**src/rtl/pipe_stage_ctrl.sv**
```systemverilog
// Pipeline stage controller: turns hazard flush/stall requests into per-stage enables, clears, valid bits and a halt/drain FSM.
// Bit 4=IF .. 0=WB. Performance counters are built only when PIPE_PERF_CNT_EN is defined.
module pipe_stage_ctrl #(
  parameter int CNT_W = 32
) (
  input  logic             clk,
  input  logic             rst_n,
  input  logic [4:0]       flush,
  input  logic [4:0]       stall,
  input  logic             mem_wait,
  input  logic             halt_req,
  input  logic             resume,
  input  logic             perf_clr,
  output logic             pc_en,
  output logic [4:0]       reg_en,
  output logic [4:0]       reg_clr,
  output logic [4:0]       valid,
  output logic             retire,
  output logic             halted,
  output logic [CNT_W-1:0] cycle_cnt,
  output logic [CNT_W-1:0] retire_cnt,
  output logic [CNT_W-1:0] stall_cnt,
  output logic [CNT_W-1:0] flush_cnt
);

  typedef enum logic [1:0] {
    ST_RUN,
    ST_DRAIN,
    ST_HALTED
  } state_e;

  state_e     state_q, state_d;
  logic [4:0] valid_q, valid_d;
  logic       halted_q, halted_d;

  logic [4:0] raw_stall;
  logic [4:0] s;
  logic       fetch_en;

  // A stall anywhere propagates upstream: s[k] is the OR of requests at k and below.
  always_comb begin
    raw_stall = stall | {3'b000, mem_wait, 1'b0};
    s         = '0;
    s[0]      = raw_stall[0];
    for (int k = 1; k < 5; k++) begin
      s[k] = s[k-1] | raw_stall[k];
    end
  end

  assign fetch_en = (state_q == ST_RUN);

  always_comb begin
    pc_en      = ~s[4] & fetch_en;
    reg_en     = ~s;
    reg_clr    = '0;
    reg_clr[4] = flush[4] | (~s[4] & ~fetch_en);
    // The first moving stage below a held block receives a bubble.
    for (int k = 0; k < 4; k++) begin
      reg_clr[k] = flush[k] | (~s[k] & s[k+1]);
    end
  end

  assign retire = valid_q[0] & ~s[0];

  always_comb begin
    valid_d = '0;
    if (flush[4])  valid_d[4] = 1'b0;
    else if (s[4]) valid_d[4] = valid_q[4];
    else           valid_d[4] = fetch_en;
    for (int k = 0; k < 4; k++) begin
      if (flush[k])      valid_d[k] = 1'b0;
      else if (s[k])     valid_d[k] = valid_q[k];
      else if (s[k+1])   valid_d[k] = 1'b0;
      else               valid_d[k] = valid_q[k+1];
    end
  end

  always_comb begin
    state_d = state_q;
    case (state_q)
      ST_RUN:    if (halt_req) state_d = ST_DRAIN;
      ST_DRAIN:  if ((valid_q == 5'b00000) && !mem_wait) state_d = ST_HALTED;
      ST_HALTED: if (resume) state_d = ST_RUN;
      default:   state_d = ST_RUN;
    endcase
    halted_d = (state_d == ST_HALTED);
  end

  always_ff @(posedge clk or negedge rst_n) begin
    if (!rst_n) begin
      state_q  <= ST_RUN;
      valid_q  <= '0;
      halted_q <= 1'b0;
    end else begin
      state_q  <= state_d;
      valid_q  <= valid_d;
      halted_q <= halted_d;
    end
  end

  assign valid  = valid_q;
  assign halted = halted_q;

`ifdef PIPE_PERF_CNT_EN
  logic [CNT_W-1:0] cycle_cnt_q,  cycle_cnt_d;
  logic [CNT_W-1:0] retire_cnt_q, retire_cnt_d;
  logic [CNT_W-1:0] stall_cnt_q,  stall_cnt_d;
  logic [CNT_W-1:0] flush_cnt_q,  flush_cnt_d;
  logic             active;

  assign active = (state_q != ST_HALTED);

  always_comb begin
    cycle_cnt_d  = cycle_cnt_q;
    retire_cnt_d = retire_cnt_q;
    stall_cnt_d  = stall_cnt_q;
    flush_cnt_d  = flush_cnt_q;
    if (perf_clr) begin
      cycle_cnt_d  = '0;
      retire_cnt_d = '0;
      stall_cnt_d  = '0;
      flush_cnt_d  = '0;
    end else begin
      if (active)         cycle_cnt_d  = cycle_cnt_q + CNT_W'(1);
      if (retire)         retire_cnt_d = retire_cnt_q + CNT_W'(1);
      if (s[4] && active) stall_cnt_d  = stall_cnt_q + CNT_W'(1);
      if (|flush)         flush_cnt_d  = flush_cnt_q + CNT_W'(1);
    end
  end

  always_ff @(posedge clk or negedge rst_n) begin
    if (!rst_n) begin
      cycle_cnt_q  <= '0;
      retire_cnt_q <= '0;
      stall_cnt_q  <= '0;
      flush_cnt_q  <= '0;
    end else begin
      cycle_cnt_q  <= cycle_cnt_d;
      retire_cnt_q <= retire_cnt_d;
      stall_cnt_q  <= stall_cnt_d;
      flush_cnt_q  <= flush_cnt_d;
    end
  end

  assign cycle_cnt  = cycle_cnt_q;
  assign retire_cnt = retire_cnt_q;
  assign stall_cnt  = stall_cnt_q;
  assign flush_cnt  = flush_cnt_q;
`else
  logic unused_perf_clr;
  assign unused_perf_clr = perf_clr;
  assign cycle_cnt       = '0;
  assign retire_cnt      = '0;
  assign stall_cnt       = '0;
  assign flush_cnt       = '0;
`endif

endmodule

```
**config.mk**
```make
export PLATFORM = sky130hd
export DESIGN_NAME = pipe_stage_ctrl
export DESIGN_NICKNAME = d
export VERILOG_FILES = /design/src/rtl/pipe_stage_ctrl.sv
export SDC_FILE = /design/constraint.sdc
export NUM_CORES = 1
export LEC_CHECK = 0
export ABC_CLOCK_PERIOD_IN_PS = 2700
export CAP_MARGIN = 10
export CORE_MARGIN = 10
export CORE_UTILIZATION = 30
export DETAILED_ROUTE_END_ITERATION = 8
export PLACE_DENSITY = 0.88
export SLEW_MARGIN = 40
export SYNTH_ARGS = -nofsm -noshare
export SYNTH_HDL_FRONTEND = slang
export SYNTH_SLANG_ARGS = --single-unit
```
**constraint.sdc**
```tcl
create_clock -name clk -period 2.7 [get_ports clk]
set_input_delay 0.675 -clock clk [delete_from_list [all_inputs] [get_ports clk]]
set_output_delay 0.675 -clock clk [all_outputs]
set_load 0.01 [all_outputs]
```
Yosys cells after proc, flatten, opt, wreduce, memory -nomap -nowiden
Index checks and enable logic that the tools add are counted.
W data, S select, Z words.

word-level totals
  flip-flop bits (word level) = 8
  input bits = 16
  output and inout bits = 146
  word-level logic and storage cells = 61

cells by class
  equality and inequality tests = 8
  muxes and demuxes = 18
  bitwise logic cells = 24
  reductions and logical operators = 4

operator list
  cell                  number
  $mux W1               14
  $ne A2 B2 Y1 const B  5
  $or A1 B1 Y1          9
  $and A1 B1 Y1         7
  $mux W2               3
  $not A1 Y1            6
  $pmux W2 S3           1
  $logic_not A5 Y1      1
  $not A5 Y5            1
  $or A5 B2 Y5          1
  $eq A2 B2 Y1 const B  2
  $eq A2 B1 Y1 const B  1
  $logic_not A2 Y1      1
  $logic_and A1 B1 Y1   1
  $logic_not A1 Y1      1

Logic depth before layout (Yosys ltp)
Gate-level depths: netlist (run 1).

  word-level depth = 8
  mapped depth = 4
  mapped depth without buffers = 4

Least setup slack after synthesis (run 1)
OpenSTA, ideal clock, no wires.

  path kind = input -> output
  start point = input mem_wait
  end point = output reg_clr[3]
  arrival time = 1.654 ns
  required time = 2.025 ns
  slack = 0.371 ns
  stages on the path = 3
  cell sequence = or4_4 -> nor2_1 -> a21o_1

between the ends
  word-level cells in the longest chain between the ends = 7
  elaborated cells between the ends (all ways) = 8

RTL lines
  item                                        line    RTL
  from (decl)                                 10      input logic mem_wait,
  $or A5 B2 Y5 (*)                            42      raw_stall = stall | {3'b000, mem_wait, 1'b0};
  $or A1 B1 Y1 (*) (3 in a row)               46      s[k] = s[k-1] | raw_stall[k];
  $or A1 B1 Y1 or $not A1 Y1 (tied branches)  46, 59
  $and A1 B1 Y1 (*)                           59      reg_clr[k] = flush[k] | (~s[k] & s[k+1]);
  $or A1 B1 Y1 (*)                            59
  to (decl)                                   16      output logic [4:0] reg_clr,

Every way passes the cells marked *; elsewhere a longest branch is shown, timed or not.

Worst setup path after layout (run 1)
  start point = input stall[1]
  end point = output reg_en[4]

between the ends
  word-level cells in the longest chain between the ends = 6

RTL lines
  item                       line  RTL
  from (decl)                9     input logic [4:0] stall,
  $or A5 B2 Y5               42
  $or A1 B1 Y1 (4 in a row)  46
  $not A5 Y5                 54    reg_en = ~s;
  to (decl)                  15    output logic [4:0] reg_en,

No other way between the ends.

==> results.py, run 1 <==
metrics = {
    "worst_setup_path": {
        "start_kind": "primary input",
        "crit_type": "in -> out",
        "crit_chain": "dlygate4sd2_1 -> or4_4 -> clkinv_4 -> nand2_1 -> inv_1 -> clkdlybuf4s15_1",
        "cp.buffers_inverters": 4,
        "r2r_start": "valid[4]",
        "timing.rr.end": "halted",
        "required_ns": 2.03,
        "critical_path.max_stage_delay_ns": 0.59,
        "slowest_stage": "or4_4",
        "critPathMaxFanout": 4,
        "r2r_cells": 3,
        "setup.worst_path.start": "stall[1]",
        "crit_family": "simple AND/OR/NAND/NOR gates",
        "arrival_ns": 1.95,
        "crit_path_end_kind": "output pin",
        "rrSetupSlack_ns": 1.52,
    },
    "route": {
        "drt-vias-per-instance": 3.24,
        "vias": 893,
        "ant_nets": 0,
        "dr.pass1.iters": 4,
        "drt-total-wl_mm": 3.58,
        "drt_iter0_drc": 5,
        "drc": 0,
        "wire_per_inst_um": 13.0,
    },
    "die": {
        "die_w_um": 88.2,
        "io_pins": 162,
        "die_area_um2": 7780,
        "start_util": 0.314,
        "rows": 24,
        "chipHeight_um": 88.2,
        "core_area_um2": 4440,
    },
    "pwr": {
        "power_density_nw_per_um2": 356,
        "p_leak_uw": 0.000858,
        "vdd_drop_max_uv": 114,
        "power_uw": 504,
    },
    "clock_network": {
        "clk_pin_slew_worst_paths_ns": 0.04,
        "clock_latency_ns": 0.23,
        "tritoncts": "yes",
        "h-tree-depth": 1,
        "clkSinkCount": 8,
        "cts-root-buf": "clkbuf_8",
        "cts_max_path_buffers": 2,
        "cts_buffers": 3,
    },
    "finish": {
        "fillers": 502,
        "final_cell_area_um2": 1420,
        "num_antenna_cells": 0,
        "fin_cells": 276,
        "area_growth_pct": 1.43,
        "nets": 242,
        "drive_above_1_share": 0.103,
    },
    "hold_path": {
        "holdCritStartpoint": "state_q[1]",
        "hold_path_depth": 1,
        "hold_path_class": "reg -> reg",
        "worstHoldEndpoint": "state_q[0]",
    },
    "synth": {
        "synth_top_family_by_area": "buffers and inverters",
        "synth_compound_area_frac": 0.0582,
        "yosys.area_share.xor_xnor": 0,
        "synth-seq-area-share": 0.143,
        "avgSynthCellArea_um2": 7.80,
        "async_flop_share": 1.00,
        "muxShareOfSynthArea": 0.00717,
        "synth_edf_count": 0,
        "yosys.area_share.adder": 0,
        "yosys_warnings": 0,
        "ys_types": 22,
        "synthSimpleGateAreaFrac": 0.0806,
        "synth_seq_cells": 8,
        "syn-instance-count": 179,
        "netlist_area_um2": 1400,
        "ys.flop_type": "dfrtp_1",
    },
    "sta": {
        "whs_ns": 0.484,
        "drv_slew": 0,
        "max_clock_freq_mhz": 381,
        "timing.final.crit_period_ns": 2.62,
        "hold_viol_final": 0,
        "tns_ns": 0,
        "grt_setup_unrepaired": "false",
        "final.setup_skew_ns": 0.00455,
        "setup_violations": 0,
        "fin_crit_sh": 0.971,
    },
    "placement": {
        "gp_congestion": 0.745,
        "dp_hpwl_mm": 3.39,
        "dpl.cell_count": 272,
        "placed_area_um2": 1370,
        "port_buffers": 32,
    },
    "flow_run": {
        "maxCapViolCount": 0,
    },
    "global_route": {
        "groute.usage.overall": 0.0759,
        "grt_pass1_vias": 1004,
        "grt_pass1_wl_mm": 4.74,
        "antenna_found_initial": 0,
        "grt_overflow_total": 0,
        "grt_start_max_net_pins": 9,
    },
    "run_status": {
        "status": "finished clean",
    },
}
## worst max path at each step
stage | end | depth (start not counted) | slack [ns]
after detailed placement | reg_clr[3] | 5 | -0.52
final | reg_en[4] | 6 | 0.08
after global placement | reg_clr[4] | 6 | -0.53
after CTS | reg_en[4] | 6 | 0.01
after floorplan | reg_clr[3] | 3 | 0.37
after global routing | reg_clr[4] | 6 | 0.004
## cell usage after synthesis (2+ instances only)
cell type / number / area, um2
o21bai_1: 2 / 15.0
nor2_1: 9 / 33.8
buf_4: 128 / 961
nand2_1: 5 / 18.8
dfrtp_1: 8 / 200
nand3_1: 2 / 10.0
a21o_1: 3 / 22.5
a21oi_1: 3 / 15.0
nor2b_1: 2 / 12.5
inv_1: 5 / 18.8
## timing repair
item | CTS | global route
hold buffers | 0 | 0
hold endpoints to repair | 0 | 0
setup buffers | 1 | 0
pin swaps | 3 | 2
resized for setup | 29 | 3
setup endpoints to repair | 9 | 4
## cells in the final DEF, fill, tap and decap left out, drive strengths merged
| cell type | instances |
|---|---|
| clkbuf | 4 |
| nand4 | 1 |
| nand3 | 2 |
| o21ai | 1 |
| conb | 128 |
| mux2i | 1 |
| dfrtp | 8 |
| nor2 | 9 |
| or4 | 1 |
| nor4 | 1 |
| a311oi | 1 |
| nand2 | 5 |
| nor2b | 2 |
| o21bai | 2 |
| a21o | 3 |
| o31ai | 1 |
| inv | 5 |
| buf | 15 |
| nand4b | 1 |
| a22oi | 1 |
| clkinv | 1 |
| clkdlybuf4s15 | 1 |
| clkdlybuf4s50 | 20 |
| a21oi | 3 |
| dlygate4sd2 | 6 |
| nor3 | 1 |
## kinds of logic (layout without fill, tap and decap cells)
kind of cell	after synthesis	count (layout)
buf+inv	134	52
simple gates	23	23
compound gates	12	12
flops	8	8
other cells	1	128
mux	1	1
## cell type report
type | instances | area [um2] | area share
clock buffer | 3 | 41.3 | 0.0292
inverter | 6 | 27.5 | 0.0194
multi-input combinational | 164 | 703 | 0.496
sequential | 8 | 200 | 0.141
tap | 52 | 65.1 | 0.0459
timing repair buffer | 43 | 379 | 0.268
## power by group
group / internal [uW] / switching [uW] / leakage (uW)
registers: 142 / 18.2 / 0.000108
clock network: 96.4 / 45.1 / 0.0000216
logic: 62.5 / 140 / 0.000729
total: 300 / 203 / 0.000858
## worst register-to-register path: stages (launching register included)
cell and delay (ns):
dfrtp_1 0.43, nor4_1 0.40, nand4b_1 0.18, nand2_1 0.10
## metrics by stage
step                utilization  setup slack, ns
finish                    0.319           0.0780
global route              0.319          0.00374
CTS                       0.320           0.0117
detailed placement        0.309           -0.520
global placement          0.309           -0.525
floorplan                     -            0.371
## flip-flops by register name, indices dropped and copies added, names as in the netlist
signal	count
halted	1
state_q	2
valid	5
## layer usage
metal  vias to the layer above  share of wire  GRT usage
li1                        394              -          -
met1                       398           0.35     0.0691
met2                        99           0.48      0.145
met3                         2           0.16     0.0349
met4                         0         0.0095     0.0264
met5                         -              0          0
Note: power is estimated with default switching activity, not from simulation.
==> run 2, diff against run 1 <==
Settings changed: ABC_AREA set to 0, CORE_MARGIN 10 to 4.
==> results.py, run 2 (synthesis results as in run 1) <==
metrics = {
    "run_status": {
        "status": "finished clean",
    },
    "route": {
        "dr.pass1.iters": 2,
        "drt_iter0_drc": 4,
        "wire_per_inst_um": 9.43,
        "drt-vias-per-instance": 3.17,
        "vias": 884,
        "drc": 0,
        "drt-total-wl_mm": 2.63,
        "ant_nets": 0,
    },
    "placement": {
        "dp_hpwl_mm": 2.41,
        "port_buffers": 32,
        "dpl_worst_slack_ns": -0.579,
        "gp_congestion": 0.675,
        "dpl.cell_count": 272,
    },
    "finish": {
        "fillers": 491,
        "nets": 245,
        "final_common_cell": "conb_1",
        "fin_cells": 279,
        "num_antenna_cells": 0,
        "final-seq-area_um2": 200,
        "multi_input_area_um2": 697,
        "final_cell_mix": "conb_1, clkdlybuf4s50_1, buf_4, nor2_1, dfrtp_1",
        "area_growth_pct": 2.69,
        "drive_above_1_share": 0.115,
        "largest_register_ff_count": 5,
    },
    "sta": {
        "fin_crit_sh": 0.972,
        "setup_violations": 0,
        "hold_viol_final": 0,
        "setup_slack_ns": 0.0753,
        "timing.final.crit_period_ns": 2.62,
        "final.setup_skew_ns": 0.00669,
        "max_clock_freq_mhz": 381,
        "drv_slew": 0,
        "grt_setup_unrepaired": "false",
    },
    "hold_path": {
        "holdCritStartpoint": "state_q[1]",
        "worstHoldEndpoint": "state_q[0]",
        "hold_path_depth": 1,
        "hold_path_class": "reg -> reg",
    },
    "global_route": {
        "grt_overflow_total": 0,
        "antenna_found_initial": 0,
        "grt_pass1_wl_mm": 3.75,
        "grt_start_max_net_pins": 9,
        "groute.usage.overall": 0.0793,
        "grt_pass1_vias": 806,
    },
    "clock_network": {
        "clkSinkCount": 8,
        "clk_pin_slew_worst_paths_ns": 0.04,
        "h-tree-depth": 1,
        "cts-hold-fix-buffers": 0,
        "clock_latency_ns": 0.23,
        "cts_buffers": 3,
        "cts-root-buf": "clkbuf_8",
        "tritoncts": "yes",
        "cts_max_path_buffers": 2,
    },
    "worst_setup_path": {
        "critPathMaxFanout": 4,
        "timing.rr.end": "halted",
        "crit_path_end_kind": "output pin",
        "crit_type": "in -> out",
        "r2r_start": "valid[4]",
        "arrival_ns": 1.95,
        "start_kind": "primary input",
        "rrSetupSlack_ns": 1.52,
        "r2r_cells": 3,
        "required_ns": 2.03,
    },
    "flow_run": {
        "maxCapViolCount": 0,
    },
    "pwr": {
        "power_density_nw_per_um2": 349,
        "p_leak_uw": 0.000873,
        "power_uw": 500,
        "vdd_drop_max_uv": 149,
    },
    "die": {
        "chipHeight_um": 76.2,
        "io_pins": 162,
        "start_util": 0.314,
        "core_area_um2": 4440,
        "rows": 24,
        "die_area_um2": 5810,
        "die_w_um": 76.2,
    },
}
[run 2: cell types whose count changed in the layout (fill, tap and decap cells not counted)]
cell             previous run  this run
buf_2                       2         4
buf_4                      12        13
clkbuf_2                    1         0
clkdlybuf4s15_2             0         1
nor3_2                      0         1
nor3_4                      1         0
[run 2: area by class of cell]
| cell class | instances | share of cell area |
|---|---|---|
| inverter | 6 | 0.0192 |
| clock buffer | 3 | 0.0288 |
| multi-input combinational | 164 | 0.486 |
| tap | 52 | 0.0454 |
| sequential | 8 | 0.140 |
| timing repair buffer | 46 | 0.281 |
[run 2: power breakdown]
| group | switching [uW] | leakage (uW) | internal (uW) |
|---|---|---|---|
| registers | 18.3 | 0.000108 | 141 |
| clock network | 45.3 | 0.0000216 | 96.5 |
| logic | 135 | 0.000744 | 63.4 |
[run 2: per-layer routing]
metal | global-route usage | up-vias | part of all wire
li1 | - | 406 | -
met1 | 0.0763 | 379 | 0.32
met2 | 0.152 | 97 | 0.50
met3 | 0.0272 | 2 | 0.17
met4 | 0.0326 | 0 | 0.013
met5 | 0 | - | 0
[run 2: worst max-delay path by stage]
stage	endpoint	startpoint	slack, ns
floorplan	reg_clr[3]	mem_wait	0.37
CTS	reg_clr[3]	mem_wait	0.04
detailed placement	reg_clr[4]	stall[1]	-0.58
finish	reg_en[4]	stall[0]	0.08
global placement	reg_clr[4]	stall[1]	-0.53
global route	reg_clr[3]	stall[0]	0.02
[run 2: timing repair]
action / 4_1_cts / 5_1_grt
buffers inserted: 4 / 0
gates resized for setup: 30 / 1
pin swaps: 1 / 2
endpoints found under the setup margin: 9 / 1
[run 2: metrics by stage]
stage | TNS (ns) | area, um2 | hold slack [ns] | utilization
finish | 0 | 1430 | 0.496 | 0.323
global route | 0 | 1430 | 0.515 | 0.323
CTS | 0 | 1430 | 0.496 | 0.322
detailed placement | -3.83 | 1370 | 0.481 | 0.309
global placement | -3.60 | 1370 | 0.453 | 0.309
floorplan | 0 | 1870 | 0.379 | -
[run 2: worst max-delay path: stages]
cell           delay, ns
dlygate4sd2_1       0.25
or4_4               0.56
clkinv_4            0.08
nand2_1             0.07
inv_1               0.05
dlygate4sd2_1       0.26
